===== config.mk =====
export PLATFORM = sky130hd
export DESIGN_NAME = axi2per_bridge
export DESIGN_NICKNAME = d
export VERILOG_FILES = /design/src/rtl/axi2per_bridge.sv
export SDC_FILE = /design/constraint.sdc
export NUM_CORES = 1
export LEC_CHECK = 0
export BUFFER_PORTS_ARGS = -buffer_cell sky130_fd_sc_hd__buf_2
export CAP_MARGIN = 40
export CORE_AREA = 3 3 155 157
export CTS_CLUSTER_DIAMETER = 100
export DETAILED_ROUTE_END_ITERATION = 10
export DIE_AREA = 0 0 158 160
export HOLD_SLACK_MARGIN = 0.02
export PLACE_DENSITY = 0.69
export SLEW_MARGIN = 40
export SYNTH_ARGS = -nofsm -noshare
export SYNTH_HDL_FRONTEND = slang
export SYNTH_SLANG_ARGS = --single-unit

===== constraint.sdc =====
create_clock -name clk_i -period 4.85 [get_ports clk_i]
set_input_delay 0.97 -clock clk_i [delete_from_list [all_inputs] [get_ports clk_i]]
set_output_delay 0.97 -clock clk_i [all_outputs]
set_load 0.02 [all_outputs]

===== src/rtl/axi2per_bridge.sv =====
// AXI4 slave to peripheral-interconnect master bridge: bursts are replayed as single 32-bit peripheral beats.
// Optional macro AXI2PER_ERR_RESP_EN: peripheral r_opc errors become SLVERR on R/B (otherwise always OKAY).
module axi2per_bridge #(
    parameter int AXI_ADDR_WIDTH = 32,
    parameter int AXI_DATA_WIDTH = 64,
    parameter int AXI_USER_WIDTH = 6,
    parameter int AXI_ID_WIDTH   = 6,
    parameter int PER_ADDR_WIDTH = 32,
    parameter int PER_ID_WIDTH   = 5
) (
    input  logic                        clk_i,
    input  logic                        rst_ni,
    input  logic                        test_en_i,
    // AXI write address
    input  logic                        axi_aw_valid_i,
    output logic                        axi_aw_ready_o,
    input  logic [AXI_ID_WIDTH-1:0]     axi_aw_id_i,
    input  logic [AXI_ADDR_WIDTH-1:0]   axi_aw_addr_i,
    input  logic [7:0]                  axi_aw_len_i,
    input  logic [2:0]                  axi_aw_size_i,
    input  logic [1:0]                  axi_aw_burst_i,
    // AXI write data
    input  logic                        axi_w_valid_i,
    output logic                        axi_w_ready_o,
    input  logic [AXI_DATA_WIDTH-1:0]   axi_w_data_i,
    input  logic [AXI_DATA_WIDTH/8-1:0] axi_w_strb_i,
    input  logic                        axi_w_last_i,
    // AXI write response
    output logic                        axi_b_valid_o,
    input  logic                        axi_b_ready_i,
    output logic [AXI_ID_WIDTH-1:0]     axi_b_id_o,
    output logic [1:0]                  axi_b_resp_o,
    output logic [AXI_USER_WIDTH-1:0]   axi_b_user_o,
    // AXI read address
    input  logic                        axi_ar_valid_i,
    output logic                        axi_ar_ready_o,
    input  logic [AXI_ID_WIDTH-1:0]     axi_ar_id_i,
    input  logic [AXI_ADDR_WIDTH-1:0]   axi_ar_addr_i,
    input  logic [7:0]                  axi_ar_len_i,
    input  logic [2:0]                  axi_ar_size_i,
    input  logic [1:0]                  axi_ar_burst_i,
    // AXI read data
    output logic                        axi_r_valid_o,
    input  logic                        axi_r_ready_i,
    output logic [AXI_ID_WIDTH-1:0]     axi_r_id_o,
    output logic [AXI_DATA_WIDTH-1:0]   axi_r_data_o,
    output logic [1:0]                  axi_r_resp_o,
    output logic                        axi_r_last_o,
    output logic [AXI_USER_WIDTH-1:0]   axi_r_user_o,
    // peripheral master
    output logic                        per_req_o,
    output logic [PER_ADDR_WIDTH-1:0]   per_add_o,
    output logic                        per_wen_o,
    output logic [31:0]                 per_wdata_o,
    output logic [3:0]                  per_be_o,
    output logic [PER_ID_WIDTH-1:0]     per_id_o,
    input  logic                        per_gnt_i,
    input  logic                        per_r_valid_i,
    input  logic                        per_r_opc_i,
    input  logic [PER_ID_WIDTH-1:0]     per_r_id_i,
    input  logic [31:0]                 per_r_rdata_i,
    // status
    output logic                        busy_o,
    output logic [2:0]                  state_o
);

    typedef enum logic [2:0] {
        IDLE    = 3'd0,
        WR_REQ  = 3'd1,
        WR_WAIT = 3'd2,
        WR_RESP = 3'd3,
        RD_REQ  = 3'd4,
        RD_WAIT = 3'd5,
        RD_DATA = 3'd6
    } state_e;

    localparam logic [1:0] RESP_OKAY   = 2'b00;
    localparam logic [1:0] RESP_SLVERR = 2'b10;
    localparam logic [1:0] BURST_FIXED = 2'b00;

    state_e                      state_q, state_d;
    logic [AXI_ID_WIDTH-1:0]     id_q, id_d;
    logic [AXI_ADDR_WIDTH-1:0]   addr_q, addr_d;
    logic [7:0]                  len_q, len_d;
    logic [2:0]                  size_q, size_d;
    logic [1:0]                  burst_q, burst_d;
    logic [7:0]                  beat_q, beat_d;
    logic                        err_q, err_d;
    logic                        last_wr_q, last_wr_d;
    logic [AXI_DATA_WIDTH-1:0]   rdata_q, rdata_d;
    logic [1:0]                  rresp_q, rresp_d;

    logic                        per_err;
    logic                        no_access;
    logic                        last_beat;
    logic [AXI_ADDR_WIDTH-1:0]   next_addr;
    logic                        unused_signals;

`ifdef AXI2PER_ERR_RESP_EN
    assign per_err = per_r_opc_i;
`else
    assign per_err = 1'b0;
`endif

    assign unused_signals = ^{test_en_i, axi_w_last_i, per_r_id_i, per_r_opc_i};

    // 64-bit beats cannot be carried by a 32-bit peripheral: such bursts are answered locally.
    assign no_access = (size_q == 3'd3);
    assign last_beat = (beat_q == len_q);
    assign next_addr = (burst_q == BURST_FIXED) ? addr_q
                                                : addr_q + (AXI_ADDR_WIDTH'(1) << size_q);

    // Handshakes: a transfer happens in the cycle where valid and ready are both high.
    // AW/AR readiness depends on the opposing valid to arbitrate fairly between them.
    assign axi_aw_ready_o = (state_q == IDLE) && axi_aw_valid_i && (!axi_ar_valid_i || !last_wr_q);
    assign axi_ar_ready_o = (state_q == IDLE) && axi_ar_valid_i && !axi_aw_ready_o;
    assign axi_w_ready_o  = (state_q == WR_REQ) && (no_access || per_gnt_i);

    assign axi_b_valid_o  = (state_q == WR_RESP);
    assign axi_b_id_o     = id_q;
    assign axi_b_resp_o   = err_q ? RESP_SLVERR : RESP_OKAY;
    assign axi_b_user_o   = '0;

    assign axi_r_valid_o  = (state_q == RD_DATA);
    assign axi_r_id_o     = id_q;
    assign axi_r_data_o   = rdata_q;
    assign axi_r_resp_o   = rresp_q;
    assign axi_r_last_o   = (state_q == RD_DATA) && last_beat;
    assign axi_r_user_o   = '0;

    assign per_req_o   = ((state_q == WR_REQ) && !no_access && axi_w_valid_i) || (state_q == RD_REQ);
    assign per_add_o   = PER_ADDR_WIDTH'(addr_q);
    assign per_wen_o   = (state_q != WR_REQ);
    assign per_wdata_o = (state_q == WR_REQ) ? (addr_q[2] ? axi_w_data_i[63:32] : axi_w_data_i[31:0]) : 32'd0;
    assign per_be_o    = (state_q == WR_REQ) ? (addr_q[2] ? axi_w_strb_i[7:4] : axi_w_strb_i[3:0]) : 4'd0;
    assign per_id_o    = '0;

    assign busy_o  = (state_q != IDLE) || axi_aw_valid_i || axi_ar_valid_i;
    assign state_o = state_q;

    always_comb begin
        state_d   = state_q;
        id_d      = id_q;
        addr_d    = addr_q;
        len_d     = len_q;
        size_d    = size_q;
        burst_d   = burst_q;
        beat_d    = beat_q;
        err_d     = err_q;
        last_wr_d = last_wr_q;
        rdata_d   = rdata_q;
        rresp_d   = rresp_q;
        case (state_q)
            IDLE: begin
                if (axi_aw_valid_i && axi_aw_ready_o) begin
                    id_d      = axi_aw_id_i;
                    addr_d    = axi_aw_addr_i;
                    len_d     = axi_aw_len_i;
                    size_d    = axi_aw_size_i;
                    burst_d   = axi_aw_burst_i;
                    beat_d    = 8'd0;
                    err_d     = (axi_aw_size_i == 3'd3);
                    last_wr_d = 1'b1;
                    state_d   = WR_REQ;
                end else if (axi_ar_valid_i && axi_ar_ready_o) begin
                    id_d      = axi_ar_id_i;
                    addr_d    = axi_ar_addr_i;
                    len_d     = axi_ar_len_i;
                    size_d    = axi_ar_size_i;
                    burst_d   = axi_ar_burst_i;
                    beat_d    = 8'd0;
                    err_d     = 1'b0;
                    last_wr_d = 1'b0;
                    if (axi_ar_size_i == 3'd3) begin
                        rdata_d = '0;
                        rresp_d = RESP_SLVERR;
                        state_d = RD_DATA;
                    end else begin
                        state_d = RD_REQ;
                    end
                end
            end
            WR_REQ: begin
                if (axi_w_valid_i && axi_w_ready_o) begin
                    if (!no_access) begin
                        state_d = WR_WAIT;
                    end else if (last_beat) begin
                        state_d = WR_RESP;
                    end else begin
                        beat_d = beat_q + 8'd1;
                    end
                end
            end
            WR_WAIT: begin
                if (per_r_valid_i) begin
                    err_d = err_q | per_err;
                    if (last_beat) begin
                        state_d = WR_RESP;
                    end else begin
                        beat_d  = beat_q + 8'd1;
                        addr_d  = next_addr;
                        state_d = WR_REQ;
                    end
                end
            end
            WR_RESP: begin
                if (axi_b_ready_i) state_d = IDLE;
            end
            RD_REQ: begin
                if (per_gnt_i) state_d = RD_WAIT;
            end
            RD_WAIT: begin
                if (per_r_valid_i) begin
                    rdata_d = {per_r_rdata_i, per_r_rdata_i};
                    rresp_d = per_err ? RESP_SLVERR : RESP_OKAY;
                    state_d = RD_DATA;
                end
            end
            RD_DATA: begin
                if (axi_r_ready_i) begin
                    if (last_beat) begin
                        state_d = IDLE;
                    end else begin
                        beat_d  = beat_q + 8'd1;
                        addr_d  = next_addr;
                        state_d = no_access ? RD_DATA : RD_REQ;
                    end
                end
            end
            default: state_d = IDLE;
        endcase
    end

    always_ff @(posedge clk_i or negedge rst_ni) begin
        if (!rst_ni) begin
            state_q   <= IDLE;
            id_q      <= '0;
            addr_q    <= '0;
            len_q     <= '0;
            size_q    <= '0;
            burst_q   <= '0;
            beat_q    <= '0;
            err_q     <= 1'b0;
            last_wr_q <= 1'b0;
            rdata_q   <= '0;
            rresp_q   <= RESP_OKAY;
        end else begin
            state_q   <= state_d;
            id_q      <= id_d;
            addr_q    <= addr_d;
            len_q     <= len_d;
            size_q    <= size_d;
            burst_q   <= burst_d;
            beat_q    <= beat_d;
            err_q     <= err_d;
            last_wr_q <= last_wr_d;
            rdata_q   <= rdata_d;
            rresp_q   <= rresp_d;
        end
    end

endmodule


==> results.json <==
{
  "die_h_um": 160,
  "wire_per_inst_um": 17.7,
  "status": "complete, no violations",
  "slew-limit-headroom_pct": 47.4,
  "netlist_area_mm2": 0.00682,
  "crit_chain": "clkinv_1 -> nor3_1 -> inv_2 -> nor2_1 -> buf_2",
  "worstSkewPairLatency_ns": 0.35,
  "synth-seq-area-share_pct": 35.6,
  "rows": 55,
  "avgSynthCellArea_um2": 8.63,
  "syn_to_final_growth_pct": 29.6,
  "dieArea_mm2": 0.0253,
  "cts_tree": "built",
  "grt_max_degree": 70,
  "gr-total-overflow": 0,
  "multi_input_area_mm2": 0.00371,
  "fin_cells": 1380,
  "post_cts_buffers": 0,
  "synthCells": 790,
  "yosys.area.top_type": "dfrtp_1",
  "fin_nets": 1323,
  "critical-path-max-stage-delay_ns": 0.64,
  "critPathMaxFanout": 38,
  "synth-seq-cells": 97,
  "yosysTopAreaCellShare_pct": 35.6,
  "io_pins": 400,
  "totalWireLength_um": 24400,
  "yosysWarningCount": 0,
  "cts_sinks": 97,
  "p_sw_w": 0.00254,
  "period_share_pct": 75.0,
  "critical_path_class": "reg2out",
  "worstSetupStartpointType": "flop",
  "ys_async_sr_fraction_pct": 100,
  "r2r-start": "state_o[2]",
  "slew_viol_final": 0,
  "setup_viol": 0,
  "viasPerCell": 5.04,
  "ir_drop_uv": 219,
  "combPwrFrac_pct": 54.4,
  "cts_made_buffers": 9,
  "ant_nets": 0,
  "maxCapViolCount": 0,
  "setup_tns_ns": 0,
  "grt_pass1_wl_um": 36500,
  "crit_arrival_ns": 2.67,
  "power_density_mw_per_mm2": 587,
  "swShare_pct": 49.0,
  "max_clock_freq_mhz": 275,
  "design_area_mm2": 0.00883,
  "tightest_slew_ns": 0.788,
  "drt_iter0_drc": 453,
  "first_global_vias": 6640,
  "clk_root_buffer_cell": "clkbuf_16",
  "critPathCaptureType": "output pin",
  "clk_pin_slew_ns": 0.07,
  "clock_path_buffers": 2,
  "placed_area_mm2": 0.00852,
  "layout_common_cells": "buf_2, nand2_1, dfrtp_1, nor2_1, mux2i_1",
  "grt_usage_pct": 18.3,
  "post_cts_resize_count": 0,
  "seqPwrFrac_pct": 30.8,
  "final_common_cell": "buf_2",
  "p_int_w": 0.00264,
  "ys_dominant_reg_cell": "dfrtp_1",
  "startpoint": "state_o[0]",
  "hold_violations": 0,
  "n_fill_cell": 2308,
  "rsz0062_at_grt": "false",
  "antenna_found_initial": 0,
  "cts_hold_buf": 0,
  "start_util_pct": 30.1,
  "h-tree-depth": 3,
  "regArea_mm2": 0.00243,
  "final.setup_skew_ns": 0.0122,
  "hpwl_um": 19100,
  "period_minus_slack_ns": 3.64,
  "drive_gt1_share_pct": 38.9,
  "coreArea_mm2": 0.0226,
  "vias": 6955,
  "slowest_stage": "dfrtp_1",
  "portBuffers": 372,
  "report.power.total_w": 0.00519,
  "dp_cells": 1364,
  "first_pass_iters": 5,
  "synth_cell_types": 71,
  "leakage_nw": 4.62,
  "clockPowerShare_pct": 14.8,
  "critPathRequiredTime_ns": 3.88,
  "n_antenna_cell": 0,
  "die_w_um": 158,
  "hold_class": "reg2reg",
  "synth_top_cells_by_area": "dfrtp_1, mux2i_1, buf_4, nand2_1, a22o_1",
  "hold_start": "err_q",
  "synth_edf_count": 0,
  "place_congestion": 0.849,
  "drc": 0
}
cells by family after synthesis:
family	Yosys count	synth area share, %
and+or+nand+nor	281	20.1
DFF	97	35.6
xor gates and xnor gates	13	1.67
AOI/OAI and AO/OA	200	20.0
buffers and inverters	124	11.2
other	1	0.0550
muxes	64	9.40
adders and majority gates	10	1.95
worst paths after layout:
kind	endpoint	slack, ns	cells after the start
setup reg to reg	per_add_o[6]	1.83	7
setup / recovery	per_wdata_o[25]	1.21	5
hold / removal	err_q	0.47	2
min in group asynchronous	axi_r_data_o[32]	0.62	1
hold reg to reg	err_q	0.47	2
max in group asynchronous	axi_r_data_o[44]	3.34	2
final cells by class:
| cell class | count | share of cell area (%) |
|---|---|---|
| inverter | 11 | 0.467 |
| clock inverter | 6 | 0.822 |
| multi-input combinational | 587 | 42.0 |
| sequential | 97 | 27.5 |
| timing repair buffer | 384 | 22.5 |
| clock buffer | 10 | 2.71 |
| tap | 285 | 4.04 |
state kept, by name, indices dropped and copies added (netlist names):
signal        cells
size_q            3
per_add_o        32
len_q             8
beat_q            8
burst_q           2
err_q             1
state_o           3
last_wr_q         1
axi_r_resp_o      1
axi_r_data_o     32
axi_b_id_o        6
through the flow:
stage                     setup WS, ns  utilization, %  hold WS (ns)
after floorplan                   1.97               -         0.450
after global placement            1.41            37.4         0.457
after detailed placement          1.57            37.6         0.464
after CTS                         1.17            39.0         0.479
after global routing             0.800            39.0         0.498
final                             1.21            39.0         0.470
worst max-delay path, delay by kind of cell (launching register included):
| kind | cells | cell delay [ns] |
|---|---|---|
| DFF | 1 | 0.64 |
| buffers and inverters | 3 | 0.98 |
| and+or+nand+nor | 2 | 0.69 |
synthesized netlist by cell type (all sizes together), types with 2 or more instances:
master     n
a31oi      7
or4        3
nor3b      6
a311oi     6
clkbuf    22
o22a       4
and4       2
o31ai      6
a2bb2oi    6
dfrtp     97
o311ai     2
or3        3
nand3     29
o21a       2
o22ai      2
o21ai     55
mux2i     64
xor2      11
buf       91
a211oi    16
o221ai     2
nand4      7
nand2b     2
a21boi     2
ha         9
nand3b     2
nor3      17
o21bai     2
a22o      32
a21oi     33
and2       7
nor4       7
xnor2      2
nor2      68
and3      17
nor2b      3
o211ai     8
nand2    105
a21o       8
inv       10
power by group through the flow:
| stage | logic (W) | clock network, W | registers [W] |
|---|---|---|---|
| floorplan | 0.00185 | 0 | 0.00181 |
| global placement | 0.00279 | 0 | 0.00159 |
| detailed placement | 0.00284 | 0 | 0.00161 |
| CTS | 0.00285 | 0.000789 | 0.00160 |
| global route | 0.00309 | 0.000823 | 0.00167 |
| finish | 0.00282 | 0.000767 | 0.00160 |
metal layers:
layer / GRT usage [%] / vias up / part of all wire (%)
met5: 0 / - / 0
met4: 4.77 / 0 / 1.8
met3: 3.60 / 25 / 7.9
met2: 32.9 / 346 / 52
met1: 22.2 / 3216 / 39
li1: - / 3368 / -
Power figures use the tool's default switching activity.
